===== src/rtl/fp_result_packer.sv =====
// rtl/fp_result_packer.sv - packs normalized FP triples into IEEE-754 words behind a small output FIFO
// Optional head-word classification and sticky Inf/NaN flags are compiled in with FP_PACK_STATUS_EN.
module fp_result_packer #(
    parameter int DEPTH = 4
) (
    input  logic                       clk,
    input  logic                       reset,
    input  logic                       in_valid,
    output logic                       in_ready,
    input  logic                       normalizedSign,
    input  logic [7:0]                 normalizedExponent,
    input  logic [22:0]                normalizedMantissa,
    output logic                       out_valid,
    input  logic                       out_ready,
    output logic [31:0]                Result,
    output logic [$clog2(DEPTH):0]     count,
    input  logic                       clear_flags,
    output logic                       flagZero,
    output logic                       flagInf,
    output logic                       flagNaN,
    output logic                       flagDenorm,
    output logic                       stickyInf,
    output logic                       stickyNaN
);
    localparam int PW = $clog2(DEPTH);
    localparam int CW = PW + 1;

    logic [31:0]   mem_q [DEPTH];
    logic [PW-1:0] wr_ptr_q, wr_ptr_d;
    logic [PW-1:0] rd_ptr_q, rd_ptr_d;
    logic [CW-1:0] count_q, count_d;
    logic [31:0]   result_q, result_d;
    logic [31:0]   in_word;
    logic          push, pop, head_from_input;

    assign in_word   = {normalizedSign, normalizedExponent, normalizedMantissa};
    assign in_ready  = (count_q != CW'(DEPTH));
    assign out_valid = (count_q != '0);
    assign push      = in_valid & in_ready;
    assign pop       = out_valid & out_ready;
    assign Result    = result_q;
    assign count     = count_q;

    // Result is a dedicated register holding the next head, so it only moves on
    // an edge and keeps the last popped word once the FIFO drains.
    assign head_from_input = (count_q == '0) || (pop && count_q == CW'(1));

    always_comb begin
        wr_ptr_d = wr_ptr_q + PW'(push);
        rd_ptr_d = rd_ptr_q + PW'(pop);
        count_d  = count_q + CW'(push) - CW'(pop);
        result_d = result_q;
        if (count_d != '0) begin
            if (head_from_input)
                result_d = in_word;
            else
                result_d = mem_q[rd_ptr_d];
        end
    end

    always_ff @(posedge clk or posedge reset) begin
        if (reset) begin
            wr_ptr_q <= '0;
            rd_ptr_q <= '0;
            count_q  <= '0;
            result_q <= '0;
        end else begin
            wr_ptr_q <= wr_ptr_d;
            rd_ptr_q <= rd_ptr_d;
            count_q  <= count_d;
            result_q <= result_d;
        end
    end

    always_ff @(posedge clk) begin
        if (push)
            mem_q[wr_ptr_q] <= in_word;
    end

`ifdef FP_PACK_STATUS_EN
    logic exp_zero, exp_ones, frac_zero;
    logic sticky_inf_q, sticky_inf_d;
    logic sticky_nan_q, sticky_nan_d;

    assign exp_zero  = (result_q[30:23] == 8'h00);
    assign exp_ones  = (result_q[30:23] == 8'hFF);
    assign frac_zero = (result_q[22:0] == 23'h0);

    assign flagZero   = out_valid & exp_zero & frac_zero;
    assign flagInf    = out_valid & exp_ones & frac_zero;
    assign flagNaN    = out_valid & exp_ones & ~frac_zero;
    assign flagDenorm = out_valid & exp_zero & ~frac_zero;

    // A set in the same cycle as clear_flags takes priority.
    always_comb begin
        sticky_inf_d = (sticky_inf_q & ~clear_flags) | (pop & flagInf);
        sticky_nan_d = (sticky_nan_q & ~clear_flags) | (pop & flagNaN);
    end

    always_ff @(posedge clk or posedge reset) begin
        if (reset) begin
            sticky_inf_q <= 1'b0;
            sticky_nan_q <= 1'b0;
        end else begin
            sticky_inf_q <= sticky_inf_d;
            sticky_nan_q <= sticky_nan_d;
        end
    end

    assign stickyInf = sticky_inf_q;
    assign stickyNaN = sticky_nan_q;
`else
    logic unused_clear_flags;
    assign unused_clear_flags = clear_flags;

    assign flagZero   = 1'b0;
    assign flagInf    = 1'b0;
    assign flagNaN    = 1'b0;
    assign flagDenorm = 1'b0;
    assign stickyInf  = 1'b0;
    assign stickyNaN  = 1'b0;
`endif

endmodule


===== config.mk =====
export PLATFORM = sky130hd
export DESIGN_NAME = fp_result_packer
export DESIGN_NICKNAME = d
export VERILOG_FILES = /design/src/rtl/fp_result_packer.sv
export SDC_FILE = /design/constraint.sdc
export NUM_CORES = 1
export LEC_CHECK = 0
export BUFFER_PORTS_ARGS = -buffer_cell sky130_fd_sc_hd__buf_2
export CAP_MARGIN = 20
export CORE_MARGIN = 3
export CORE_UTILIZATION = 40
export CTS_CLUSTER_SIZE = 30
export DETAILED_ROUTE_END_ITERATION = 12
export PLACE_DENSITY = 0.61
export SLEW_MARGIN = 20
export SYNTH_ARGS = -nofsm -noshare
export SYNTH_HDL_FRONTEND = slang
export SYNTH_SLANG_ARGS = --single-unit

===== constraint.sdc =====
create_clock -name clk -period 4.95 [get_ports clk]
set_input_delay 1.2375 -clock clk [delete_from_list [all_inputs] [get_ports clk]]
set_output_delay 1.2375 -clock clk [all_outputs]
set_load 0.05 [all_outputs]

# ---- After elaboration in Yosys (flattened, before gate mapping)
# Memories as Yosys holds them, arrays and structs flattened.
# Index checks and enable logic that the tools add are counted.
dict set report totals {
  memories 1
  regBits 39
  mem_bits_rw 128
  elab_cells 21
  inputBits 37
}
# name depth width rd rd_ports_with_merged_regs wr line
set memory_table {}
lappend memory_table {mem_q 4 32 1 0 1 28} ;# logic [31:0] mem_q [DEPTH];
dict set report op_classes {
  n_mux 3
  n_eq_ne 2
  bitwise_logic 2
  n_reduce_logical 5
  n_addsub 4
}
# cell n
set ops {}
lappend ops {{32-bit two-way mux} 1}
lappend ops {{3-bit nonzero test} 2}
lappend ops {{2-bit by 1-bit adder with 2-bit output} 2}
lappend ops {{3-bit by 1-bit adder with 3-bit output} 1}
lappend ops {{3-bit by 1-bit == test with 1-bit output (second input constant)} 1}
lappend ops {{3-bit logical NOT} 1}
lappend ops {{3-bit != test (second input constant)} 1}
lappend ops {{3-bit by 1-bit subtractor with 3-bit output} 1}
lappend ops {{1-bit AND} 2}
lappend ops {{1-bit two-way mux} 2}
lappend ops {{1-bit logical AND} 1}
lappend ops {{1-bit logical OR} 1}

# ---- Logic depth before layout (Yosys ltp)
# Gate-level depths: netlist of the first run.
dict set report depth {
  word_depth 5
  mapped_depth 13
  mapped_depth_nobuf 11
}

# ---- Worst setup path after synthesis of the first run
# OpenSTA, ideal clock, no wires.
dict set report synth_timing {
  path_type {flip-flop to flip-flop}
  start {register count_q[1] (netlist: count[1])}
  end {memory mem_q[1][0], enable pin}
  arrival_ps 3890
  required_ps 4482
  synth_period_minus_slack_ps 4358
  n_path_buf 0
  path_slack_ps 592
  path_stages_with_launch 5
  cell_sequence {dfrtp_1 -> inv_1 -> nand3_1 -> nand2_1 -> nor3b_1}
}
dict set report synth_between {
  elab_chain_cells 4
}
# item line
set synth_rtl {}
lappend synth_rtl {{from (decl)} 31} ;# logic [CW-1:0] count_q, count_d;
lappend synth_rtl {{from (signal assigned)} 70} ;# count_q <= count_d;
lappend synth_rtl {{3-bit != test} 37} ;# assign in_ready = (count_q != CW'(DEPTH));
lappend synth_rtl {{net in_ready} 9} ;# output logic in_ready,
lappend synth_rtl {{1-bit AND} 39} ;# assign push = in_valid & in_ready;
lappend synth_rtl {{1-bit two-way mux} 76} ;# if (push)
lappend synth_rtl {{1-bit two-way mux (not written as such)} 77} ;# mem_q[wr_ptr_q] <= in_word;
lappend synth_rtl {{to (decl)} 28}
# The timed path passes the listed nets, and every way through them passes these cells.

# ---- Worst setup path in the final report of the first run
dict set report layout_timing {
  start {input port out_ready}
  end {register result_q[12] (netlist: Result[12])}
}
dict set report layout_between {
  elab_cells_between_ends 8
  cone_classes {add/sub: 2; mux: 1; bitwise: 1; reduce/logical: 3; memory: 1}
}
# item line
set layout_lines {}
lappend layout_lines {{from (decl)} 14} ;# input logic out_ready,
lappend layout_lines {{1-bit AND} 40} ;# assign pop = out_valid & out_ready;
lappend layout_lines {{3-bit by 1-bit subtractor with 3-bit output} 51} ;# count_d = count_q + CW'(push) - CW'(pop);
lappend layout_lines {{net count_d[2]} 31}
lappend layout_lines {{3-bit nonzero test} 53} ;# if (count_d != '0) begin
lappend layout_lines {{to (signal assigned)} 71} ;# result_q <= result_d;
lappend layout_lines {{to (decl)} 32} ;# logic [31:0] result_q, result_d;
# The timed path passes the listed nets, and every way through them passes these cells.
# A chain may end at the register's enable or synchronous reset.

==> impl_metrics.py, run 1 <==
metrics = {
    "outcome": {
        "outcome": "completed",
    },
    "timing": {
        "fin_crit_sh": 0.727,
        "finalSetupViolCount": 0,
        "skew_ps": 5.08,
        "rsz0062_at_grt": "no",
        "finalSetupTns_ps": 0,
        "fmax_mhz": 278,
        "worst_pin_slew_ps": 1010,
        "slew_headroom": 0.325,
        "drv_slew": 0,
        "fin_crit_ps": 3600,
        "hold_violations": 0,
    },
    "layout": {
        "final_cell_mix": "edfxtp_1 (128), buf_2 (72), nand2_1 (65), dfrtp_1 (39), nor2_1 (33)",
        "regArea_sq_um": 4820,
        "drive_gt1_frac": 0.328,
        "fillerInstances": 1341,
        "area_growth_pct": 19.6,
        "multiInputGateArea_sq_um": 1530,
        "final_util": 0.498,
        "layout_commonest_cell": "edfxtp_1",
        "nets": 504,
    },
    "die": {
        "initial_core_util": 0.417,
        "die-width_um": 133,
        "row_count": 45,
        "die_y_um": 133,
        "io_pins": 80,
        "core_sq_um": 15500,
        "dieArea_sq_um": 17800,
    },
    "cts": {
        "holdBufCountCts": 0,
        "postCtsResizedCells": 0,
        "clk_pin_slew_worst_paths_ps": 60,
        "htreeDepth": 4,
        "cts_tree": "yes",
        "cts.sinks": 167,
        "numCtsBuffers": 17,
        "postCtsSetupBuffers": 0,
        "clk_latency_ps": 420,
        "clock_path_buffers": 2,
        "root_buffer": "clkbuf_16",
    },
    "global_routing": {
        "track_usage": 0.153,
        "grt.busiest_layer": "met2",
        "globalRoute.totalOverflow": 0,
        "grt_max_degree": 45,
        "grt_pass1_vias": 3649,
        "grt_pass1_wl_mm": 20.4,
        "met3_usage": 0.0514,
        "grt.met2_usage": 0.259,
        "antenna_found_initial": 0,
        "gr-usage-met1": 0.188,
    },
    "critical_path": {
        "critPathCaptureType": "flip-flop",
        "path_max_fanout": 44,
        "cp-start-kind": "primary input",
        "critPathRequiredTime_ps": 5220,
        "arrival_ps": 3870,
        "setup.worst_path.class": "in2reg",
    },
    "yosys": {
        "ys_types": 24,
        "syn_area_per_cell_sq_um": 17.0,
        "ys_warn_count": 0,
        "synthTopCellsByArea": "edfxtp_1 (59%), dfrtp_1 (15%), mux4_2 (11%)",
        "syn_area_sq_um": 6480,
        "syn-instance-count": 380,
        "ys_seq_area_frac": 0.744,
        "synth_top_cell_by_area": "edfxtp_1",
        "yosys_register_bits": 167,
        "yosys.area.top_type_share": 0.594,
    },
    "detailed_routing": {
        "dr.first_iter.drc_count": 203,
        "detail_route.first_pass.iterations": 5,
        "postRouteAntennaNets": 0,
        "vias": 3411,
        "wl_per_cell_um": 18.5,
        "via_per_inst": 4.97,
        "wl_mm": 12.7,
        "drc": 0,
    },
    "power_and_ir_drop": {
        "leakagePower_uw": 0.00289,
        "vdd_ir_drop_max_uv": 320,
        "power_density_nw_per_um2": 780,
    },
    "placement": {
        "post-dp-hpwl_mm": 7.84,
        "portBuffers": 72,
        "gp_congestion": 0.720,
    },
    "run": {
        "maxCapViolCount": 0,
    },
    "worst_hold_path": {
        "hp-class": "reg2reg",
    },
}
[sequential cells by signal, summed over array words and instances, names as in the netlist]
name	count
mem_q	128
Result	32
count	3
rd_ptr_q	2
wr_ptr_q	2
[synth_stat cells]
master      n
buf_6       5
and2_1      1
ha_1        4
a31oi_1    32
xor2_1      2
nand2_1    65
clkbuf_1    6
mux4_2     32
nand3_1     1
dfrtp_1    39
nor3_1      1
buf_2       9
and3_1      1
buf_4       6
fa_1        1
nor2_1     33
edfxtp_1  128
inv_1       6
o21ai_1     1
nor3b_1     2
conb_1      1
xnor3_1     1
o21a_1      1
or3_1       2
[layer usage]
| layer | routed length (um) | vias up |
|---|---|---|
| li1 | - | 1594 |
| met1 | 5340 | 1734 |
| met2 | 6540 | 69 |
| met3 | 678 | 14 |
| met4 | 162 | 0 |
| met5 | 0 | - |
[report_power, final]
part / switching, uW / internal, uW
clock network: 534 / 897
registers: 149 / 1950
logic: 1610 / 896
total: 2300 / 3740
[cell type report]
type | instances | area share
Antenna cell | 1 | 0.000323
Clock buffer | 17 | 0.0549
Clock inverter | 15 | 0.0288
Inverter | 6 | 0.00307
Multi-Input combinational cell | 186 | 0.198
Sequential cell | 167 | 0.622
Tap cell | 211 | 0.0341
Timing Repair Buffer | 84 | 0.0582
[path summary, 6_finish.rpt]
check | from | endpoint | slack [ps] | cells past startpoint
max reg2reg | count[1] | Result[12] | 1460 | 11
max in group asynchronous | reset | Result[26] | 3530 | 2
max | out_ready | Result[12] | 1350 | 11
min reg2reg | Result[26] | Result[26] | 550 | 2
min in group asynchronous | reset | Result[16] | 930 | 2
min | Result[26] | Result[26] | 550 | 2
[through the flow]
stage          instance area (sq um)  setup slack [ps]  std cells  hold slack [ps]  power [uW]
3_5_place_dp                    7090               906        654              538        4700
3_3_place_gp                    7090               959        654              530        4640
5_1_grt                         7740              1220        686              561        6410
4_1_cts                         7740              1330        686              549        6150
2_1_floorplan                   6490               592        385              472        4110
6_report                        7740              1350        687              545        6040
[worst max-delay path, stage by stage]
cell     delay (ps)
buf_2           130
and2_1          170
ha_1            290
inv_1            40
ha_1            180
fa_1            370
xnor3_1         210
or3_2           650
buf_4           380
nor2_1          160
a31oi_1          60
[logic make-up (layout without fill, tap and decap cells)]
logic type                 Yosys count  in the layout  synth area share
xor gates and xnor gates             3              3           0.00618
and+or+nand+nor                    106            106            0.0645
AOI/OAI and AO/OA                   34             34            0.0328
other                                1              7          0.000579
DFF                                167            167             0.744
muxes                               32             32             0.111
adders and majority gates            5              5            0.0108
buffers and inverters               32            122            0.0296
Power figures use the tool's default switching activity.
==> run 2: changes to the inputs <==
Settings changed: PLACE_DENSITY 0.61 to 0.63.
Clock period 4.95 ns to 3.3 ns, I/O delays scaled along.
==> run 2 against run 1 <==
Compared with the run above: critical path type is now reg2reg; sequential share of layout area down 0.050 points; count of clock-buffer cells in the layout grew 5; core utilization is essentially flat; largest cell class unchanged; flip-flop and latch count did not move.
==> impl_metrics.py, run 2 (synthesis results as in run 1) <==
metrics = {
    "cts": {
        "cts_tree": "yes",
        "clk_latency_ps": 420,
        "cts.sinks": 167,
        "postCtsSetupBuffers": 0,
        "numCtsBuffers": 17,
        "postCtsResizedCells": 0,
        "clock_path_buffers": 2,
        "clk_pin_slew_worst_paths_ps": 60,
        "holdBufCountCts": 0,
        "htreeDepth": 4,
        "root_buffer": "clkbuf_16",
    },
    "power_and_ir_drop": {
        "p_sw_uw": 3430,
        "p_clk_frac": 0.201,
        "swShare": 0.384,
        "power_density_nw_per_um2": 1150,
        "leakagePower_uw": 0.00288,
        "p_comb_frac": 0.448,
        "vdd_ir_drop_max_uv": 550,
        "intPower_uw": 5500,
        "seq_power_share": 0.351,
    },
    "critical_path": {
        "critPathCaptureType": "flip-flop",
        "critPathRequiredTime_ps": 3590,
        "crit_slowest_cell": "or3_2",
        "setup.worst_path.class": "reg2reg",
        "worst_setup_path_startpoint": "count[1]",
        "max_stage_delay_ps": 500,
        "r2r_cells": 11,
        "r2r_start": "count[1]",
        "crit_chain": "or3_4 -> and2_1 -> ha_1 -> inv_1 -> ha_1 -> fa_1 -> xnor3_1 -> or3_2 -> buf_12 -> nor2_1 -> a31oi_1",
        "path_max_fanout": 36,
        "endpoint": "Result[2]",
        "cp_common_cell": "ha_1",
        "reg2reg_slack_ps": 220,
        "arrival_ps": 3370,
        "r2r_end": "Result[2]",
        "cp-start-kind": "flip-flop",
    },
    "layout": {
        "drive_gt1_frac": 0.325,
        "top_register": "mem_q",
        "area_growth_pct": 19.6,
        "layout_commonest_cell": "edfxtp_1",
        "instances_no_fill": 691,
        "antenna_cells": 0,
        "nets": 509,
        "multiInputGateArea_sq_um": 1540,
        "largest_register_ffs": 128,
        "regArea_sq_um": 4820,
        "final_cell_mix": "edfxtp_1 (128), buf_2 (72), nand2_1 (65), dfrtp_1 (39), nor2_1 (33)",
        "fillerInstances": 1359,
    },
    "timing": {
        "finalSetupTns_ps": 0,
        "fmax_mhz": 325,
        "skew_ps": 7.82,
        "rsz0062_at_grt": "no",
        "worst_pin_slew_ps": 980,
        "drv_slew": 0,
        "fin_crit_sh": 0.932,
        "finalSetupViolCount": 0,
        "timing.final.ws_setup_ps": 224,
        "holdWs_ps": 542,
        "fin_crit_ps": 3080,
        "slew_headroom": 0.346,
        "hold_violations": 0,
    },
    "placement": {
        "dp_slack_ps": 96.9,
        "post-dp-hpwl_mm": 7.86,
        "placed_cells": 659,
        "gp_congestion": 0.697,
        "portBuffers": 72,
    },
    "die": {
        "io_pins": 80,
        "die-width_um": 133,
        "die_y_um": 133,
        "dieArea_sq_um": 17800,
        "initial_core_util": 0.417,
        "core_sq_um": 15500,
        "row_count": 45,
    },
    "global_routing": {
        "globalRoute.totalOverflow": 0,
        "grt_pass1_wl_mm": 20.3,
        "grt_max_degree": 40,
        "antenna_found_initial": 0,
        "grt_pass1_vias": 3584,
        "track_usage": 0.152,
    },
    "detailed_routing": {
        "drc": 0,
        "vias": 3465,
        "wl_mm": 12.6,
        "wl_per_cell_um": 18.3,
        "via_per_inst": 5.01,
        "dr.first_iter.drc_count": 209,
        "postRouteAntennaNets": 0,
        "detail_route.first_pass.iterations": 4,
    },
    "run": {
        "maxCapViolCount": 0,
    },
    "outcome": {
        "outcome": "completed",
    },
    "worst_hold_path": {
        "hp-class": "reg2reg",
    },
}
-- run 2: critical path, delay by kind of cell (launching register included) --
| kind | cells | cell delay [ps] |
|---|---|---|
| simple gates | 4 | 1190 |
| fa+ha+maj | 3 | 840 |
| flops | 1 | 420 |
| buf+inv | 2 | 240 |
| xor+xnor | 1 | 200 |
| compound gates | 1 | 50 |
-- run 2: area by class of cell --
cell class | count | share of cell area
Clock inverter | 10 | 0.0105
Inverter | 6 | 0.00291
Sequential cell | 167 | 0.622
Tap cell | 211 | 0.0341
Multi-Input combinational cell | 186 | 0.199
Clock buffer | 22 | 0.0586
Timing Repair Buffer | 89 | 0.0727
-- run 2: power by group through the flow --
stage	clock network (uW)	registers (uW)	logic (uW)
CTS	1840	3150	4090
floorplan	0	3940	2240
global placement	0	3150	4030
finish	1790	3140	4000
detailed placement	0	3190	4080
global route	1940	3200	4340
-- run 2: per-layer routing --
| metal | global-route usage | up-vias | wire, um |
|---|---|---|---|
| met5 | 0 | - | 0 |
| met4 | 0.0549 | 0 | 170 |
| met3 | 0.0389 | 18 | 558 |
| met2 | 0.251 | 81 | 6460 |
| met1 | 0.195 | 1761 | 5430 |
| li1 | - | 1605 | - |
-- run 2: how the worst min path moves through the flow --
stage	startpoint	end	slack, ps	cells past startpoint
after floorplan	rd_ptr_q[0]	rd_ptr_q[0]	470	1
after global placement	Result[4]	Result[4]	530	2
after detailed placement	Result[4]	Result[4]	530	2
after CTS	Result[4]	Result[4]	550	2
after global routing	Result[4]	Result[4]	570	2
final	Result[25]	Result[25]	540	2
-- run 2: stage by stage --
step | cell area [sq um] | utilization | power (uW)
3_3_place_gp | 7210 | 0.464 | 7180
4_1_cts | 7750 | 0.499 | 9070
3_5_place_dp | 7210 | 0.464 | 7260
5_1_grt | 7750 | 0.499 | 9480
6_report | 7750 | 0.499 | 8930
2_1_floorplan | 6500 | - | 6180
